===== src/rtl/load_store_unit.sv =====
// Load/store unit between the EX stage and a single-port data memory.
// One request in flight: IDLE accepts, ACCESS waits for mem_ack (bounded by TIMEOUT), RESP emits one response.
module load_store_unit #(
  parameter int DATA_WIDTH = 32,
  parameter int TIMEOUT    = 16
) (
  input  logic                  clk,
  input  logic                  reset,
  input  logic                  req_valid,
  output logic                  req_ready,
  input  logic                  req_we,
  input  logic [2:0]            req_funct3,
  input  logic [DATA_WIDTH-1:0] req_addr,
  input  logic [DATA_WIDTH-1:0] req_wdata,
  input  logic [4:0]            req_rd,
  output logic                  mem_req,
  output logic                  mem_we,
  output logic [DATA_WIDTH-1:0] mem_addr,
  output logic [DATA_WIDTH-1:0] mem_wdata,
  output logic [3:0]            mem_be,
  input  logic                  mem_ack,
  input  logic [DATA_WIDTH-1:0] mem_rdata,
  output logic                  rsp_valid,
  output logic [DATA_WIDTH-1:0] rsp_rdata,
  output logic [4:0]            rsp_rd,
  output logic                  rsp_regwrite,
  output logic                  rsp_err,
  output logic                  busy
);

  typedef enum logic [1:0] {
    IDLE   = 2'd0,
    ACCESS = 2'd1,
    RESP   = 2'd2
  } state_e;

  state_e                state_q, state_d;
  logic                  we_q, we_d;
  logic [2:0]            funct3_q, funct3_d;
  logic [DATA_WIDTH-1:0] addr_q, addr_d;
  logic [DATA_WIDTH-1:0] wdata_q, wdata_d;
  logic [4:0]            rd_q, rd_d;
  logic                  err_q, err_d;
  logic [DATA_WIDTH-1:0] rdata_q, rdata_d;
  logic [7:0]            cnt_q, cnt_d;

  logic                  req_err;
  logic                  timeout_hit;
  logic [7:0]            lane_b;
  logic [15:0]           lane_h;

  // Illegal size/sign encodings and misaligned accesses are rejected up front.
  always_comb begin
    req_err = 1'b0;
    if (req_we) begin
      req_err = !(req_funct3 inside {3'b000, 3'b001, 3'b010});
    end else begin
      req_err = req_funct3 inside {3'b011, 3'b110, 3'b111};
    end
    if (req_funct3[1:0] == 2'b01 && req_addr[0]) begin
      req_err = 1'b1;
    end
    if (req_funct3[1:0] == 2'b10 && req_addr[1:0] != 2'b00) begin
      req_err = 1'b1;
    end
  end

  assign timeout_hit = (cnt_q == 8'(TIMEOUT - 1));

  always_ff @(posedge clk or negedge reset) begin
    if (!reset) begin
      state_q  <= IDLE;
      we_q     <= 1'b0;
      funct3_q <= '0;
      addr_q   <= '0;
      wdata_q  <= '0;
      rd_q     <= '0;
      err_q    <= 1'b0;
      rdata_q  <= '0;
      cnt_q    <= '0;
    end else begin
      state_q  <= state_d;
      we_q     <= we_d;
      funct3_q <= funct3_d;
      addr_q   <= addr_d;
      wdata_q  <= wdata_d;
      rd_q     <= rd_d;
      err_q    <= err_d;
      rdata_q  <= rdata_d;
      cnt_q    <= cnt_d;
    end
  end

  always_comb begin
    state_d  = state_q;
    we_d     = we_q;
    funct3_d = funct3_q;
    addr_d   = addr_q;
    wdata_d  = wdata_q;
    rd_d     = rd_q;
    err_d    = err_q;
    rdata_d  = rdata_q;
    cnt_d    = '0;
    unique case (state_q)
      IDLE: begin
        if (req_valid) begin
          we_d     = req_we;
          funct3_d = req_funct3;
          addr_d   = req_addr;
          wdata_d  = req_wdata;
          rd_d     = req_rd;
          err_d    = req_err;
          state_d  = req_err ? RESP : ACCESS;
        end
      end
      ACCESS: begin
        cnt_d = cnt_q + 8'd1;
        // An ack arriving in the last permitted cycle still completes normally.
        if (mem_ack) begin
          rdata_d = mem_rdata;
          state_d = RESP;
        end else if (timeout_hit) begin
          err_d   = 1'b1;
          state_d = RESP;
        end
      end
      RESP: begin
        state_d = IDLE;
      end
      default: begin
        state_d = IDLE;
      end
    endcase
  end

  assign lane_b = rdata_q[{addr_q[1:0], 3'b000} +: 8];
  assign lane_h = rdata_q[{addr_q[1], 4'b0000} +: 16];

  always_comb begin
    req_ready    = 1'b0;
    busy         = 1'b1;
    mem_req      = 1'b0;
    mem_we       = 1'b0;
    mem_addr     = '0;
    mem_wdata    = '0;
    mem_be       = '0;
    rsp_valid    = 1'b0;
    rsp_rdata    = '0;
    rsp_rd       = '0;
    rsp_regwrite = 1'b0;
    rsp_err      = 1'b0;
    unique case (state_q)
      IDLE: begin
        req_ready = 1'b1;
        busy      = 1'b0;
      end
      ACCESS: begin
        mem_req  = 1'b1;
        mem_we   = we_q;
        mem_addr = {addr_q[DATA_WIDTH-1:2], 2'b00};
        unique case (funct3_q[1:0])
          2'b00: begin
            mem_be    = 4'b0001 << addr_q[1:0];
            mem_wdata = {(DATA_WIDTH/8){wdata_q[7:0]}};
          end
          2'b01: begin
            mem_be    = 4'b0011 << addr_q[1:0];
            mem_wdata = {(DATA_WIDTH/16){wdata_q[15:0]}};
          end
          default: begin
            mem_be    = 4'b1111;
            mem_wdata = wdata_q;
          end
        endcase
      end
      RESP: begin
        rsp_valid = 1'b1;
        rsp_rd    = rd_q;
        rsp_err   = err_q;
        if (!err_q && !we_q) begin
          rsp_regwrite = 1'b1;
          unique case (funct3_q)
            3'b000:  rsp_rdata = {{(DATA_WIDTH-8){lane_b[7]}}, lane_b};
            3'b001:  rsp_rdata = {{(DATA_WIDTH-16){lane_h[15]}}, lane_h};
            3'b100:  rsp_rdata = {{(DATA_WIDTH-8){1'b0}}, lane_b};
            3'b101:  rsp_rdata = {{(DATA_WIDTH-16){1'b0}}, lane_h};
            default: rsp_rdata = rdata_q;
          endcase
        end
      end
      default: begin
        req_ready = 1'b0;
      end
    endcase
  end

endmodule


===== config.mk =====
export PLATFORM = sky130hd
export DESIGN_NAME = load_store_unit
export DESIGN_NICKNAME = d
export VERILOG_FILES = /design/src/rtl/load_store_unit.sv
export SDC_FILE = /design/constraint.sdc
export NUM_CORES = 1
export LEC_CHECK = 0
export CAP_MARGIN = 20
export CORE_MARGIN = 1
export CORE_UTILIZATION = 48
export CTS_BUF_LIST = sky130_fd_sc_hd__clkbuf_8
export DETAILED_ROUTE_END_ITERATION = 10
export DONT_BUFFER_PORTS = 1
export GPL_TIMING_DRIVEN = 1
export SLEW_MARGIN = 5
export SYNTH_ARGS = -nofsm -noshare
export SYNTH_HDL_FRONTEND = slang
export SYNTH_SLANG_ARGS = --single-unit

===== constraint.sdc =====
create_clock -name clk -period 3.92 [get_ports clk]
set_clock_uncertainty 0.1 [all_clocks]
set_input_delay 0.588 -clock clk [delete_from_list [all_inputs] [get_ports clk]]
set_output_delay 0.588 -clock clk [all_outputs]
set_load 0.005 [all_outputs]

# After elaboration in Yosys (flattened, before gate mapping)
# Cells that the tools add are included.
dict set report op_classes {
  n_addsub 1
  eq_ne 18
  shifts 4
  mux 30
  reduce_logical 18
}
# operator n
set ops {}
lappend ops {{32-bit 2-to-1 mux} 4}
lappend ops {{32-bit one-hot mux with 4 select lines} 1}
lappend ops {{32-bit one-hot mux with 2 select lines} 1}
lappend ops {{32-bit by 6-bit variable part select with 16-bit output} 1}
lappend ops {{32-bit by 6-bit variable part select with 8-bit output} 1}
lappend ops {{1-bit 2-to-1 mux} 14}
lappend ops {{3-bit equality test (second input constant)} 4}
lappend ops {{8-bit by 1-bit adder with 8-bit output (second input constant)} 1}
lappend ops {{8-bit by 4-bit equality test with 1-bit output (second input constant)} 1}
lappend ops {{2-bit 2-to-1 mux} 4}
lappend ops {{8-bit 2-to-1 mux} 1}
lappend ops {{4-bit one-hot mux with 2 select lines} 1}
lappend ops {{2-bit by 1-bit equality test with 1-bit output (second input constant)} 3}
lappend ops {{3-bit by 1-bit equality test with 1-bit output (second input constant)} 2}
lappend ops {{3-bit by 2-bit equality test with 1-bit output (second input constant)} 2}
lappend ops {{3-bit zero test} 2}
lappend ops {{2-bit != test (second input constant)} 3}
lappend ops {{2-bit AND reduction} 3}
lappend ops {{3-bit nonzero test} 2}
lappend ops {{5-bit 2-to-1 mux} 1}
lappend ops {{2-bit equality test (second input constant)} 2}
lappend ops {{2-bit zero test} 2}
lappend ops {{4-bit 2-to-1 mux} 1}
lappend ops {{2-bit one-hot mux with 2 select lines} 1}
lappend ops {{other kinds (8)} 13}
dict set report word_totals {
  elab_cells 80
  ff_bits 116
  in_bits 109
}

# Logic depth before layout (Yosys ltp)
# Gate-level depths: netlist of the first run.
dict set report depth {
  depth_word 9
  depth_mapped 6
  mapped_depth_nobuf 4
}

# Least setup slack after synthesis of the first run
# Ideal clock, no wire load.
dict set report synth_timing {
  path_type {reg2out}
  start {register state_q[0]}
  end {output rsp_rdata[21]}
  t_arrival_ns 1.689
  setup_slack_ns 1.543
  stages_incl_launch_ff 6
  path_cell_list {dfrtp_1 or4b_1 buf_2 or3_4 buf_6 o21ai_2}
}
dict set report synth_via {
  elab_chain_len 2
}
# element line_no
set synth_rtl {}
lappend synth_rtl {{from (decl)} 37} ;# state_e state_q, state_d;
lappend synth_rtl {{from (signal assigned)} 82} ;# state_q <= state_d;
lappend synth_rtl {{2-bit equality test} 152} ;# unique case (state_q)
lappend synth_rtl {{32-bit 2-to-1 mux} 152}
lappend synth_rtl {{to (decl)} 24} ;# output logic [DATA_WIDTH-1:0] rsp_rdata,
# Every way passes these cells.

# Worst setup path in the final report of the first run
dict set report layout_timing {
  start {register state_q[0]}
  end {output rsp_rdata[2]}
}
# Same word-level chain as after synthesis.

==> impl_metrics.prom, run 1 <==
# TYPE chip_impl_metric gauge
chip_impl_info{name="failed_checks",value="hold timing"} 1
chip_impl_metric{name="vias_per_cell",unit=""} 5.744
chip_impl_info{name="timing.setup.critical_path_class",value="reg -> out"} 1
chip_impl_metric{name="ys_seq_elements",unit=""} 116
chip_impl_metric{name="timing.max_cap.violations",unit=""} 0
chip_impl_metric{name="routedLengthMet1",unit="mm"} 5.883
chip_impl_metric{name="dieArea",unit="sq mm"} 0.01288
chip_impl_metric{name="cp.arrival",unit="ps"} 2540
chip_impl_metric{name="fin_crit",unit="ps"} 3223
chip_impl_metric{name="first_global_vias",unit=""} 4204
chip_impl_metric{name="floorplan.die.width",unit="um"} 113.5
chip_impl_metric{name="num_vias",unit=""} 4067
chip_impl_metric{name="clk_pin_slew_worst_paths",unit="ps"} 70
chip_impl_metric{name="fin_worst_hold_slack",unit="ps"} -44.20
chip_impl_metric{name="utilization",unit="%"} 53.89
chip_impl_metric{name="insertion_delay_of_the_later_clocked_pin_in_the_worst_skew_pair",unit="ps"} 430
chip_impl_metric{name="worst_ep_required_time",unit="ps"} 3230
chip_impl_metric{name="tightestPinTransition",unit="ps"} 976.1
chip_impl_metric{name="wirelength",unit="mm"} 14.27
chip_impl_metric{name="fin_nets",unit=""} 637
chip_impl_metric{name="io_pins",unit=""} 221
chip_impl_info{name="cts_tree",value="yes"} 1
chip_impl_metric{name="number_of_buffers_inserted_by_post_cts_setup_repair",unit=""} 0
chip_impl_metric{name="globalRoute.totalOverflow",unit=""} 0
chip_impl_metric{name="met2_wirelength",unit="mm"} 6.726
chip_impl_metric{name="pre_cts_slack",unit="ps"} 1201
chip_impl_metric{name="synth.yosys.seq_area_share",unit="%"} 48.67
chip_impl_metric{name="initial_drt_markers",unit=""} 281
chip_impl_metric{name="synthesis.instances",unit=""} 538
chip_impl_metric{name="critical_path.max_fanout",unit=""} 26
chip_impl_metric{name="num-fill-cells",unit=""} 1097
chip_impl_metric{name="finalWeightedCongestion",unit=""} 0.8328
chip_impl_metric{name="flow.area_growth_from_synthesis",unit="%"} 8.978
chip_impl_metric{name="clock.fmax",unit="MHz"} 310.3
chip_impl_metric{name="dp.final_hpwl",unit="mm"} 9.915
chip_impl_metric{name="maximum_number_of_pins_on_one_net_before_global_route_repair",unit=""} 117
chip_impl_metric{name="clockBufferDepth",unit=""} 2
chip_impl_info{name="most-common-layout-cells",value="sky130_fd_sc_hd__mux2_2 (119), sky130_fd_sc_hd__dfrtp_1 (115), sky130_fd_sc_hd__and2_1 (46)"} 1
chip_impl_metric{name="grt_usage",unit="%"} 22.75
chip_impl_metric{name="grt_first_pass_wirelength",unit="mm"} 22.19
chip_impl_info{name="crit_path_start_kind",value="flop"} 1
chip_impl_metric{name="reg2regPathDepth",unit=""} 6
chip_impl_metric{name="start_util",unit="%"} 49.45
chip_impl_metric{name="h-tree-depth",unit=""} 4
chip_impl_metric{name="finalHoldViolations",unit=""} 15
chip_impl_metric{name="fin_tns_setup",unit="ps"} 0
chip_impl_metric{name="postLayoutSetupSlackWorst",unit="ps"} 696.9
chip_impl_metric{name="portBuffers",unit=""} 0
chip_impl_metric{name="synth.cell_area",unit="sq mm"} 0.005964
chip_impl_metric{name="maxSlewViolCount",unit=""} 0
chip_impl_metric{name="post_route_cells_drive_above_1_share",unit="%"} 31.91
chip_impl_info{name="synth_top_cells_by_area",value="sky130_fd_sc_hd__dfrtp_1 (49%), sky130_fd_sc_hd__mux2_2 (22%), sky130_fd_sc_hd__and2_1 (4.8%), sky130_fd_sc_hd__mux2i_1 (2.7%), sky130_fd_sc_hd__a21oi_1 (2.5%)"} 1
chip_impl_metric{name="std_cell_core_area",unit="sq mm"} 0.01206
chip_impl_metric{name="placedInstanceArea",unit="sq mm"} 0.006068
chip_impl_metric{name="drt.antenna.violating_nets",unit=""} 0
chip_impl_metric{name="postLayoutCellArea",unit="sq mm"} 0.006500
chip_impl_info{name="synth.largest_area_cell",value="sky130_fd_sc_hd__dfrtp_1"} 1
chip_impl_metric{name="synth-edff-count",unit=""} 0
chip_impl_metric{name="worst_ir_drop_vdd",unit="uV"} 358.4
chip_impl_info{name="worst_hold_check_path_type",value="in -> async"} 1
chip_impl_metric{name="cts_num_sinks",unit=""} 116
chip_impl_info{name="ys_dominant_reg_cell",value="sky130_fd_sc_hd__dfrtp_1"} 1
chip_impl_metric{name="timing.max_slew.rel_slack",unit="%"} 34.93
chip_impl_info{name="run_status",value="finished, violations left"} 1
chip_impl_info{name="grt_setup_unrepaired",value="false"} 1
chip_impl_metric{name="die_height",unit="um"} 113.5
chip_impl_metric{name="ys.warnings.count",unit=""} 0
chip_impl_metric{name="final-setup-viol-count",unit=""} 0
chip_impl_info{name="critical_path.endpoint_type",value="primary output"} 1
chip_impl_info{name="clockRootBuffer",value="sky130_fd_sc_hd__clkbuf_8"} 1
chip_impl_metric{name="number_of_placement_rows",unit=""} 40
chip_impl_metric{name="met3RoutedLength",unit="mm"} 1.343
chip_impl_metric{name="report.power.total",unit="W"} 0.004232
chip_impl_metric{name="yosysTopAreaCellShare",unit="%"} 48.67
chip_impl_metric{name="cts_made_buffers",unit=""} 17
chip_impl_metric{name="detail_route.first_pass.iterations",unit=""} 5
chip_impl_metric{name="synth_area_per_cell",unit="sq um"} 11.09
chip_impl_metric{name="drt-wirelength-per-cell",unit="um"} 20.16
chip_impl_info{name="topRoutingLayerUsed",value="met4"} 1
chip_impl_metric{name="pwr_density_cell",unit="mW/mm^2"} 651.0
chip_impl_info{name="mostFrequentLayoutCell",value="sky130_fd_sc_hd__mux2_2"} 1
chip_impl_metric{name="synth_cell_type_count",unit=""} 45
chip_impl_metric{name="layout_worst_path_cycle_share",unit="%"} 82.22
chip_impl_metric{name="detail_route.drc_violations",unit=""} 0
chip_impl_metric{name="leakagePower",unit="nW"} 2.677
chip_impl_metric{name="postSynth.asyncResetShare",unit="%"} 100.0
chip_impl_metric{name="antenna_found_initial",unit=""} 1
critical path: stages (launching register included):
cell and delay [ps]:
sky130_fd_sc_hd__dfrtp_1 430, sky130_fd_sc_hd__or4b_1 700, sky130_fd_sc_hd__clkinv_1 490, sky130_fd_sc_hd__o221ai_1 230
sky130_fd_sc_hd__a21oi_1 240
cell families after synthesis:
kind of cell	Yosys count	synth area share (%)
compound gates	81	8.475
xor+xnor	4	0.5875
fa+ha+maj	1	0.2097
buf+inv	44	3.272
flops	116	48.67
mux	137	25.53
other cells	1	0.06287
simple gates	154	13.19
area by class of cell:
cell class              count  area (sq um)  share of cell area, %
well taps                 168         210.2                  3.234
inverters                   4         15.01                 0.2310
clock inverters            12         140.1                  2.156
repair buffers              9         87.58                  1.347
diodes                      1         2.502                0.03850
flip-flops and latches    116          2904                  44.68
multi-input cells         379          2879                  44.29
clock buffers              19         261.5                  4.023
report_power, final:
part | leakage [nW] | internal [W] | switching, W | total, W
registers | 1.38 | 0.00159 | 0.000295 | 0.00188
logic | 1.08 | 0.000594 | 0.000639 | 0.00123
clock network | 0.211 | 0.000649 | 0.000467 | 0.00112
synth_stat cells (10+ instances only):
library cell / n
sky130_fd_sc_hd__clkbuf_1: 22
sky130_fd_sc_hd__mux2i_1: 16
sky130_fd_sc_hd__mux2_2: 119
sky130_fd_sc_hd__o21ai_2: 10
sky130_fd_sc_hd__nand2_1: 39
sky130_fd_sc_hd__and2_1: 46
sky130_fd_sc_hd__a21oi_1: 30
sky130_fd_sc_hd__nor2_1: 25
sky130_fd_sc_hd__buf_2: 11
sky130_fd_sc_hd__nand3_1: 26
sky130_fd_sc_hd__dfrtp_1: 116
sky130_fd_sc_hd__o21ai_0: 19
metrics by stage:
step | hold WS, ps | instances
2_1_floorplan | 192.4 | 539
3_3_place_gp | 195.2 | 675
3_5_place_dp | 194.8 | 675
4_1_cts | 8.191 | 707
5_1_grt | 20.34 | 708
6_report | -44.20 | 708
sequential cells by signal, indices dropped and copies added (netlist names):
| name | flops |
|---|---|
| state_q | 2 |
| rd_q | 5 |
| addr_q | 32 |
| err_q | 1 |
| cnt_q | 8 |
| funct3_q | 3 |
| we_q | 1 |
| rdata_q | 32 |
| wdata_q | 32 |
worst paths after layout:
kind / startpoint / endpoint / slack, ps
hold / removal: reset / rd_q[1]$_DFFE_PN0P_ / -40
max in group asynchronous: reset / cnt_q[4]$_DFF_PN0_ / 3260
setup reg to reg: state_q[1]$_DFFE_PN0P_ / rdata_q[15]$_DFFE_PN0P_ / 1310
hold reg to reg: cnt_q[0]$_DFF_PN0_ / cnt_q[0]$_DFF_PN0_ / 380
setup / recovery: state_q[0]$_DFFE_PN0P_ / rsp_rdata[2] / 700
min in group clk: req_funct3[1] / funct3_q[1]$_DFFE_PN0P_ / 170
routing by layer:
layer  vias up  track usage (%)
met1      2022            27.14
met4         0            9.035
met5         -                0
met3        22            10.79
met2       153            35.49
li1       1870                -
what timing repair did:
item / 4_1_cts / 5_1_grt
gates resized for setup: 0 / 0
hold endpoints to repair: 116 / 0
hold buffers: 1 / 0
Note: power is estimated with default switching activity, not from simulation.
==> run 2: changes to the inputs <==
--- a/config.mk
+++ b/config.mk
@@ -5,6 +5,7 @@
 export SDC_FILE = /design/constraint.sdc
 export NUM_CORES = 1
 export LEC_CHECK = 0
+export ABC_AREA = 1
 export CAP_MARGIN = 20
 export CORE_MARGIN = 1
 export CORE_UTILIZATION = 48
@@ -12,6 +13,7 @@
 export DETAILED_ROUTE_END_ITERATION = 10
 export DONT_BUFFER_PORTS = 1
 export GPL_TIMING_DRIVEN = 1
+export PLACE_DENSITY = 0.65
 export SLEW_MARGIN = 5
 export SYNTH_ARGS = -nofsm -noshare
 export SYNTH_HDL_FRONTEND = slang
==> constraint.sdc (replaced) <==
create_clock -name clk -period 2.8 [get_ports clk]
set_clock_uncertainty 0.1 [all_clocks]
set_input_delay 0.42 -clock clk [delete_from_list [all_inputs] [get_ports clk]]
set_output_delay 0.42 -clock clk [all_outputs]
set_load 0.005 [all_outputs]
==> impl_metrics.prom, run 2 <==
# TYPE chip_impl_metric gauge
chip_impl_metric{name="maxSlewViolCount",unit=""} 0
chip_impl_metric{name="worst_ir_drop_vdd",unit="uV"} 486.6
chip_impl_metric{name="post_route_cells_drive_above_1_share",unit="%"} 7.596
chip_impl_metric{name="dieArea",unit="sq mm"} 0.01275
chip_impl_metric{name="fin_nets",unit=""} 979
chip_impl_metric{name="grt_usage",unit="%"} 26.48
chip_impl_metric{name="synthesis.instances",unit=""} 791
chip_impl_metric{name="yosys-mux-area-fraction",unit="%"} 0
chip_impl_metric{name="place_inst",unit=""} 902
chip_impl_metric{name="dp.final_hpwl",unit="mm"} 10.35
chip_impl_metric{name="finalWeightedCongestion",unit=""} 0.8784
chip_impl_metric{name="synth_cell_type_count",unit=""} 29
chip_impl_metric{name="postLayoutSetupSlackWorst",unit="ps"} 261.6
chip_impl_info{name="grt_setup_unrepaired",value="false"} 1
chip_impl_info{name="mostFrequentLayoutCell",value="sky130_fd_sc_hd__nand2_1"} 1
chip_impl_metric{name="cts_num_sinks",unit=""} 116
chip_impl_metric{name="synth_compound_gate_area_share",unit="%"} 14.00
chip_impl_metric{name="clk_pin_slew_worst_paths",unit="ps"} 60
chip_impl_metric{name="fin_tns_setup",unit="ps"} 0
chip_impl_metric{name="postSynth.asyncResetShare",unit="%"} 100.0
chip_impl_metric{name="fin_worst_hold_slack",unit="ps"} -415.7
chip_impl_metric{name="finalNonFillerCells",unit=""} 1029
chip_impl_metric{name="synth-edff-count",unit=""} 0
chip_impl_metric{name="cp.arrival",unit="ps"} 2020
chip_impl_info{name="top_regs",value="addr_q x32, rdata_q x32, wdata_q x32"} 1
chip_impl_info{name="ys_top_cells_by_count",value="sky130_fd_sc_hd__nand2_1 (250), sky130_fd_sc_hd__dfrtp_1 (116), sky130_fd_sc_hd__nor2_1 (112)"} 1
chip_impl_metric{name="clockBufferDepth",unit=""} 2
chip_impl_metric{name="std_cell_core_area",unit="sq mm"} 0.01201
chip_impl_metric{name="pwr_density_cell",unit="mW/mm^2"} 818.2
chip_impl_info{name="synth_top_cells_by_area",value="sky130_fd_sc_hd__dfrtp_1 (49%), sky130_fd_sc_hd__nand2_1 (16%), sky130_fd_sc_hd__o21ai_0 (8.3%), sky130_fd_sc_hd__nor2_1 (7.1%), sky130_fd_sc_hd__inv_1 (4.7%)"} 1
chip_impl_metric{name="synth_area_per_cell",unit="sq um"} 7.468
chip_impl_metric{name="drt-wirelength-per-cell",unit="um"} 15.85
chip_impl_info{name="timing.setup.critical_path_class",value="reg -> out"} 1
chip_impl_metric{name="timing.max_cap.violations",unit=""} 0
chip_impl_metric{name="layout_worst_path_cycle_share",unit="%"} 90.66
chip_impl_info{name="topRoutingLayerUsed",value="met4"} 1
chip_impl_info{name="cts_tree",value="yes"} 1
chip_impl_metric{name="antenna_found_initial",unit=""} 0
chip_impl_metric{name="detail_route.first_pass.iterations",unit=""} 5
chip_impl_metric{name="met2_wirelength",unit="mm"} 7.757
chip_impl_info{name="crit_path_start_kind",value="flop"} 1
chip_impl_info{name="run_status",value="finished, violations left"} 1
chip_impl_metric{name="detail_route.drc_violations",unit=""} 0
chip_impl_metric{name="met3RoutedLength",unit="mm"} 1.204
chip_impl_metric{name="finalHoldViolations",unit=""} 116
chip_impl_metric{name="adder_and_majority_gate_portion_of_the_synthesized_area",unit="%"} 0.2118
chip_impl_metric{name="globalRoute.totalOverflow",unit=""} 0
chip_impl_metric{name="timing.max_slew.rel_slack",unit="%"} 54.52
chip_impl_info{name="clockRootBuffer",value="sky130_fd_sc_hd__clkbuf_8"} 1
chip_impl_metric{name="cts_made_buffers",unit=""} 17
chip_impl_metric{name="synth.yosys.seq_area_share",unit="%"} 49.14
chip_impl_metric{name="first_global_vias",unit=""} 5201
chip_impl_info{name="failed_checks",value="hold timing"} 1
chip_impl_metric{name="start_util",unit="%"} 49.18
chip_impl_metric{name="ys.warnings.count",unit=""} 0
chip_impl_info{name="yosysMostFrequentCell",value="sky130_fd_sc_hd__nand2_1"} 1
chip_impl_metric{name="report.power.total",unit="W"} 0.005992
chip_impl_metric{name="n_antenna_cell",unit=""} 0
chip_impl_metric{name="worst_ep_required_time",unit="ps"} 2280
chip_impl_metric{name="flow.area_growth_from_synthesis",unit="%"} 23.98
chip_impl_metric{name="regToRegSetupSlack",unit="ps"} 830
chip_impl_info{name="largest_family_of_logic_cells_by_synthesized_area",value="simple AND/OR/NAND/NOR gates"} 1
chip_impl_metric{name="clock.fmax",unit="MHz"} 394.0
chip_impl_metric{name="tightestPinTransition",unit="ps"} 682.1
chip_impl_metric{name="routedLengthMet1",unit="mm"} 6.982
chip_impl_metric{name="vias_per_cell",unit=""} 5.254
chip_impl_metric{name="initial_drt_markers",unit=""} 388
chip_impl_metric{name="h-tree-depth",unit=""} 4
chip_impl_metric{name="insertion_delay_of_the_later_clocked_pin_in_the_worst_skew_pair",unit="ps"} 430
chip_impl_metric{name="drt.antenna.violating_nets",unit=""} 0
chip_impl_info{name="worst_hold_check_path_type",value="in -> async"} 1
chip_impl_metric{name="synth_xor_xnor_area_share",unit="%"} 0
chip_impl_metric{name="synth.cell_area",unit="sq mm"} 0.005907
chip_impl_info{name="critical_path.endpoint_type",value="primary output"} 1
chip_impl_metric{name="yosys.area_share.simple",unit="%"} 26.86
chip_impl_metric{name="maximum_number_of_pins_on_one_net_before_global_route_repair",unit=""} 117
chip_impl_metric{name="num_vias",unit=""} 5406
chip_impl_metric{name="final-setup-viol-count",unit=""} 0
chip_impl_info{name="most-common-layout-cells",value="sky130_fd_sc_hd__nand2_1 (248), sky130_fd_sc_hd__dfrtp_1 (116), sky130_fd_sc_hd__nor2_1 (112)"} 1
chip_impl_metric{name="grt_first_pass_wirelength",unit="mm"} 25.87
chip_impl_metric{name="number_of_placement_rows",unit=""} 40
chip_impl_metric{name="portBuffers",unit=""} 0
chip_impl_metric{name="pre_cts_slack",unit="ps"} 493.3
chip_impl_info{name="synth.largest_area_cell",value="sky130_fd_sc_hd__dfrtp_1"} 1
chip_impl_metric{name="die_height",unit="um"} 112.9
chip_impl_metric{name="leakagePower",unit="nW"} 3.567
chip_impl_metric{name="critical_path.max_fanout",unit=""} 65
chip_impl_metric{name="wirelength",unit="mm"} 16.31
chip_impl_metric{name="ys_seq_elements",unit=""} 116
chip_impl_metric{name="io_pins",unit=""} 221
chip_impl_metric{name="fin_crit",unit="ps"} 2538
chip_impl_info{name="ys_dominant_reg_cell",value="sky130_fd_sc_hd__dfrtp_1"} 1
chip_impl_metric{name="floorplan.die.width",unit="um"} 112.9
chip_impl_metric{name="yosysTopAreaCellShare",unit="%"} 49.14
-- run 2: cell count changes after synthesis, sizes merged, moves of 46 or more --
cell	change
nand2	+215
mux2	-121
nor2	+101
inv	+76
o21ai	+70
and2	-46
-- run 2: path summary, 6_finish.rpt --
path,start,end,depth (start not counted)
setup / recovery,funct3_q[1]$_DFFE_PN0P_,rsp_rdata[3],5
hold / removal,reset,wdata_q[29]$_DFFE_PN0P_,0
setup reg to reg,state_q[1]$_DFFE_PN0P_,rdata_q[18]$_DFFE_PN0P_,6
hold reg to reg,cnt_q[0]$_DFF_PN0_,cnt_q[0]$_DFF_PN0_,1
max in group asynchronous,reset,rdata_q[22]$_DFFE_PN0P_,0
min in group clk,req_addr[6],addr_q[6]$_DFFE_PN0P_,2
-- run 2: power breakdown --
group | internal [W] | total (W) | switching, W
logic | 0.000588 | 0.00168 | 0.00109
clock network | 0.00114 | 0.00180 | 0.000657
registers | 0.00220 | 0.00251 | 0.000308
-- run 2: critical path, cell delays in order (launching register included) --
cell	delay [ps]
sky130_fd_sc_hd__dfrtp_1	420
sky130_fd_sc_hd__inv_2	90
sky130_fd_sc_hd__buf_6	410
sky130_fd_sc_hd__nand3_1	310
sky130_fd_sc_hd__o21ai_0	260
sky130_fd_sc_hd__nor2_1	90
-- run 2: timing repair --
action                     in CTS  in global routing
setup endpoints to repair       2                 19
setup buffers                   0                  0
hold endpoints to repair      210                117
pin swaps                       0                  0
resized for setup               1                  3
hold buffers                   94                  1
-- run 2: cell type report --
class	count	area [sq um]
Fill cell	1071	4688
Sequential cell	116	2903
Multi-Input combinational cell	552	2439
Timing Repair Buffer	103	1015
Inverter	79	314.1
Clock buffer	21	289.0
Tap cell	147	183.9
Clock inverter	11	180.2
-- run 2: per-layer routing --
| metal | track usage, % | up-vias |
|---|---|---|
| met3 | 7.445 | 27 |
| met1 | 33.15 | 2521 |
| li1 | - | 2628 |
| met4 | 12.89 | 0 |
| met5 | 0 | - |
| met2 | 42.47 | 230 |
-- run 2: kinds of logic after synthesis --
family          Yosys count
flops                   116
other cells               1
compound gates          155
fa+ha+maj                 1
simple gates            394
buf+inv                 124
-- run 2: metrics by stage --
step | util [%] | hold WS [ps] | instance area [sq um]
after floorplan | - | 24.41 | 5911
after global placement | 49.06 | 28.28 | 5893
after detailed placement | 49.06 | 28.81 | 5893
after CTS | 60.80 | -461.4 | 7303
after global routing | 60.97 | -458.3 | 7323
final | 60.97 | -415.7 | 7323
==> run 3: changes to the inputs <==
--- a/config.mk
+++ b/config.mk
@@ -7,13 +7,13 @@
 export LEC_CHECK = 0
 export ABC_AREA = 1
 export CAP_MARGIN = 20
+export CORE_ASPECT_RATIO = 1.75
 export CORE_MARGIN = 1
-export CORE_UTILIZATION = 48
+export CORE_UTILIZATION = 30
 export CTS_BUF_LIST = sky130_fd_sc_hd__clkbuf_8
 export DETAILED_ROUTE_END_ITERATION = 10
 export DONT_BUFFER_PORTS = 1
 export GPL_TIMING_DRIVEN = 1
-export PLACE_DENSITY = 0.65
 export SLEW_MARGIN = 5
 export SYNTH_ARGS = -nofsm -noshare
 export SYNTH_HDL_FRONTEND = slang
==> impl_metrics.prom, run 3 (synthesized netlist as in run 2, its figures left out) <==
# TYPE chip_impl_metric gauge
chip_impl_info{name="run_status",value="finished, violations left"} 1
chip_impl_info{name="failed_checks",value="hold timing"} 1
chip_impl_metric{name="fin_nets",unit=""} 991
chip_impl_info{name="most-common-layout-cells",value="sky130_fd_sc_hd__nand2_1 (249), sky130_fd_sc_hd__dfrtp_1 (116), sky130_fd_sc_hd__nor2_1 (112)"} 1
chip_impl_metric{name="h-tree-depth",unit=""} 4
chip_impl_metric{name="flow.area_growth_from_synthesis",unit="%"} 26.90
chip_impl_metric{name="insertion_delay_of_the_later_clocked_pin_in_the_worst_skew_pair",unit="ps"} 440
chip_impl_metric{name="die_height",unit="um"} 187.6
chip_impl_info{name="grt_setup_unrepaired",value="false"} 1
chip_impl_metric{name="dieArea",unit="sq mm"} 0.02028
chip_impl_metric{name="worst_ir_drop_vdd",unit="uV"} 412.3
chip_impl_metric{name="antenna_found_initial",unit=""} 0
chip_impl_metric{name="std_cell_core_area",unit="sq mm"} 0.01920
chip_impl_metric{name="layout_worst_path_cycle_share",unit="%"} 93.15
chip_impl_metric{name="regToRegSetupSlack",unit="ps"} 880
chip_impl_metric{name="fin_tns_setup",unit="ps"} 0
chip_impl_metric{name="finalWeightedCongestion",unit=""} 0.8502
chip_impl_metric{name="start_util",unit="%"} 30.77
chip_impl_metric{name="maxSlewViolCount",unit=""} 0
chip_impl_metric{name="n_antenna_cell",unit=""} 0
chip_impl_metric{name="cts_num_sinks",unit=""} 116
chip_impl_metric{name="grt_usage",unit="%"} 18.88
chip_impl_metric{name="globalRoute.totalOverflow",unit=""} 0
chip_impl_metric{name="worst_ep_required_time",unit="ps"} 2280
chip_impl_metric{name="cts-hold-fix-buffers",unit=""} 104
chip_impl_metric{name="first_global_vias",unit=""} 5522
chip_impl_metric{name="clock.fmax",unit="MHz"} 383.4
chip_impl_info{name="timing.setup.critical_path_class",value="reg -> out"} 1
chip_impl_metric{name="critical_path.max_fanout",unit=""} 16
chip_impl_info{name="top_regs",value="addr_q x32, rdata_q x32, wdata_q x32"} 1
chip_impl_metric{name="drt.antenna.violating_nets",unit=""} 0
chip_impl_metric{name="drt-wirelength-per-cell",unit="um"} 16.41
chip_impl_metric{name="finalHoldViolations",unit=""} 116
chip_impl_metric{name="clockBufferDepth",unit=""} 2
chip_impl_info{name="clockRootBuffer",value="sky130_fd_sc_hd__clkbuf_8"} 1
chip_impl_metric{name="floorplan.die.width",unit="um"} 108.1
chip_impl_metric{name="reg2regPathDepth",unit=""} 6
chip_impl_metric{name="post_route_cells_drive_above_1_share",unit="%"} 7.830
chip_impl_metric{name="place_inst",unit=""} 999
chip_impl_info{name="critical_path.endpoint_type",value="primary output"} 1
chip_impl_info{name="timing.critical_path.from",value="funct3_q[1]$_DFFE_PN0P_"} 1
chip_impl_metric{name="timing.max_cap.violations",unit=""} 0
chip_impl_metric{name="detail_route.drc_violations",unit=""} 0
chip_impl_info{name="cts_tree",value="yes"} 1
chip_impl_metric{name="clk_pin_slew_worst_paths",unit="ps"} 80
chip_impl_metric{name="pwr_density_cell",unit="mW/mm^2"} 789.5
chip_impl_metric{name="number_of_buffers_inserted_by_post_cts_setup_repair",unit=""} 0
chip_impl_metric{name="final-setup-viol-count",unit=""} 0
chip_impl_info{name="r2r-start",value="state_q[0]$_DFFE_PN0P_"} 1
chip_impl_metric{name="leakagePower",unit="nW"} 3.586
chip_impl_metric{name="wirelength",unit="mm"} 18.63
chip_impl_metric{name="grt_first_pass_wirelength",unit="mm"} 28.88
chip_impl_metric{name="finalNonFillerCells",unit=""} 1135
chip_impl_metric{name="tightestPinTransition",unit="ps"} 636.7
chip_impl_metric{name="cts_made_buffers",unit=""} 17
chip_impl_metric{name="number_of_placement_rows",unit=""} 67
chip_impl_metric{name="maximum_number_of_pins_on_one_net_before_global_route_repair",unit=""} 117
chip_impl_metric{name="num-fill-cells",unit=""} 1942
chip_impl_metric{name="timing.max_slew.rel_slack",unit="%"} 57.55
chip_impl_metric{name="fin_worst_hold_slack",unit="ps"} -435.2
chip_impl_metric{name="dp.final_hpwl",unit="mm"} 13.08
chip_impl_info{name="crit_path_start_kind",value="flop"} 1
chip_impl_info{name="worst_hold_check_path_type",value="in -> async"} 1
chip_impl_metric{name="vias_per_cell",unit=""} 4.832
chip_impl_metric{name="num_vias",unit=""} 5484
chip_impl_metric{name="io_pins",unit=""} 221
chip_impl_metric{name="portBuffers",unit=""} 0
chip_impl_metric{name="cp.arrival",unit="ps"} 2090
chip_impl_info{name="timing.rr.end",value="wdata_q[19]$_DFFE_PN0P_"} 1
chip_impl_metric{name="fin_crit",unit="ps"} 2608
chip_impl_metric{name="detail_route.first_pass.iterations",unit=""} 5
chip_impl_info{name="mostFrequentLayoutCell",value="sky130_fd_sc_hd__nand2_1"} 1
chip_impl_metric{name="initial_drt_markers",unit=""} 427
==> run 3: cell types whose count changed in the layout (fill, tap and decap cells not counted), sizes merged <==
| cell | change |
|---|---|
| bufinv | -2 |
| clkinv | +5 |
| dlygate4sd3 | +9 |
| clkbuf | -4 |
| buf | +3 |
| clkinvlp | +1 |
==> run 3: how the worst max path moves through the flow <==
| stage | slack (ps) | cells past startpoint | endpoint |
|---|---|---|---|
| after CTS | 90 | 4 | rsp_rdata[11] |
| after global routing | 10 | 7 | rsp_rdata[20] |
| after floorplan | 1080 | 7 | rsp_rdata[22] |
| final | 190 | 7 | rsp_rdata[16] |
| after detailed placement | 630 | 4 | rsp_rdata[11] |
| after global placement | 710 | 7 | rsp_rdata[16] |
==> run 3: routing by layer <==
layer,share of wire [%],routed length (um),GRT usage (%),up-vias
li1,-,-,-,2650
met5,0,0,0,-
met1,38,7083,19.32,2611
met4,2.4,455,7.587,0
met2,54,10060,34.91,193
met3,5.6,1035,5.457,30
==> run 3: per-stage QoR <==
step	power (W)	instance area, sq um	worst slack, ps	utilization [%]
floorplan	0.003714	5911	1083	-
global placement	0.004155	6033	706.8	31.43
detailed placement	0.004184	6033	625.3	31.43
CTS	0.005973	7492	92.80	39.03
global route	0.006354	7496	10.12	39.05
finish	0.005918	7496	191.7	39.05
==> run 3: final cells by class <==
type | count | area [sq um] | area share [%]
well taps | 241 | 301.5 | 4.023
flip-flops and latches | 116 | 2903 | 38.72
repair buffers | 115 | 1124 | 14.99
clock buffers | 17 | 234.0 | 3.121
multi-input cells | 552 | 2440 | 32.55
inverters | 79 | 310.3 | 4.140
clock inverters | 15 | 183.9 | 2.454
==> run 3: critical path, cell delays in order (launching register included) <==
cell	delay [ps]
sky130_fd_sc_hd__dfrtp_1	430
sky130_fd_sc_hd__inv_2	100
sky130_fd_sc_hd__nand2_1	250
sky130_fd_sc_hd__nor2_1	270
sky130_fd_sc_hd__nand2_4	130
sky130_fd_sc_hd__nand3_2	100
sky130_fd_sc_hd__nand2_4	170
sky130_fd_sc_hd__nor2_1	190
==> run 3: timing repair <==
action | in CTS | in global routing
setup endpoints to repair | 0 | 7
resized for setup | 0 | 1
endpoints found under the hold margin | 220 | 116
==> run 3: power by group <==
part / internal [W] / switching [W] / leakage (nW)
Combinational: 0.000604 / 0.00114 / 1.94
Clock: 0.000885 / 0.000742 / 0.202
Sequential: 0.00220 / 0.000348 / 1.45
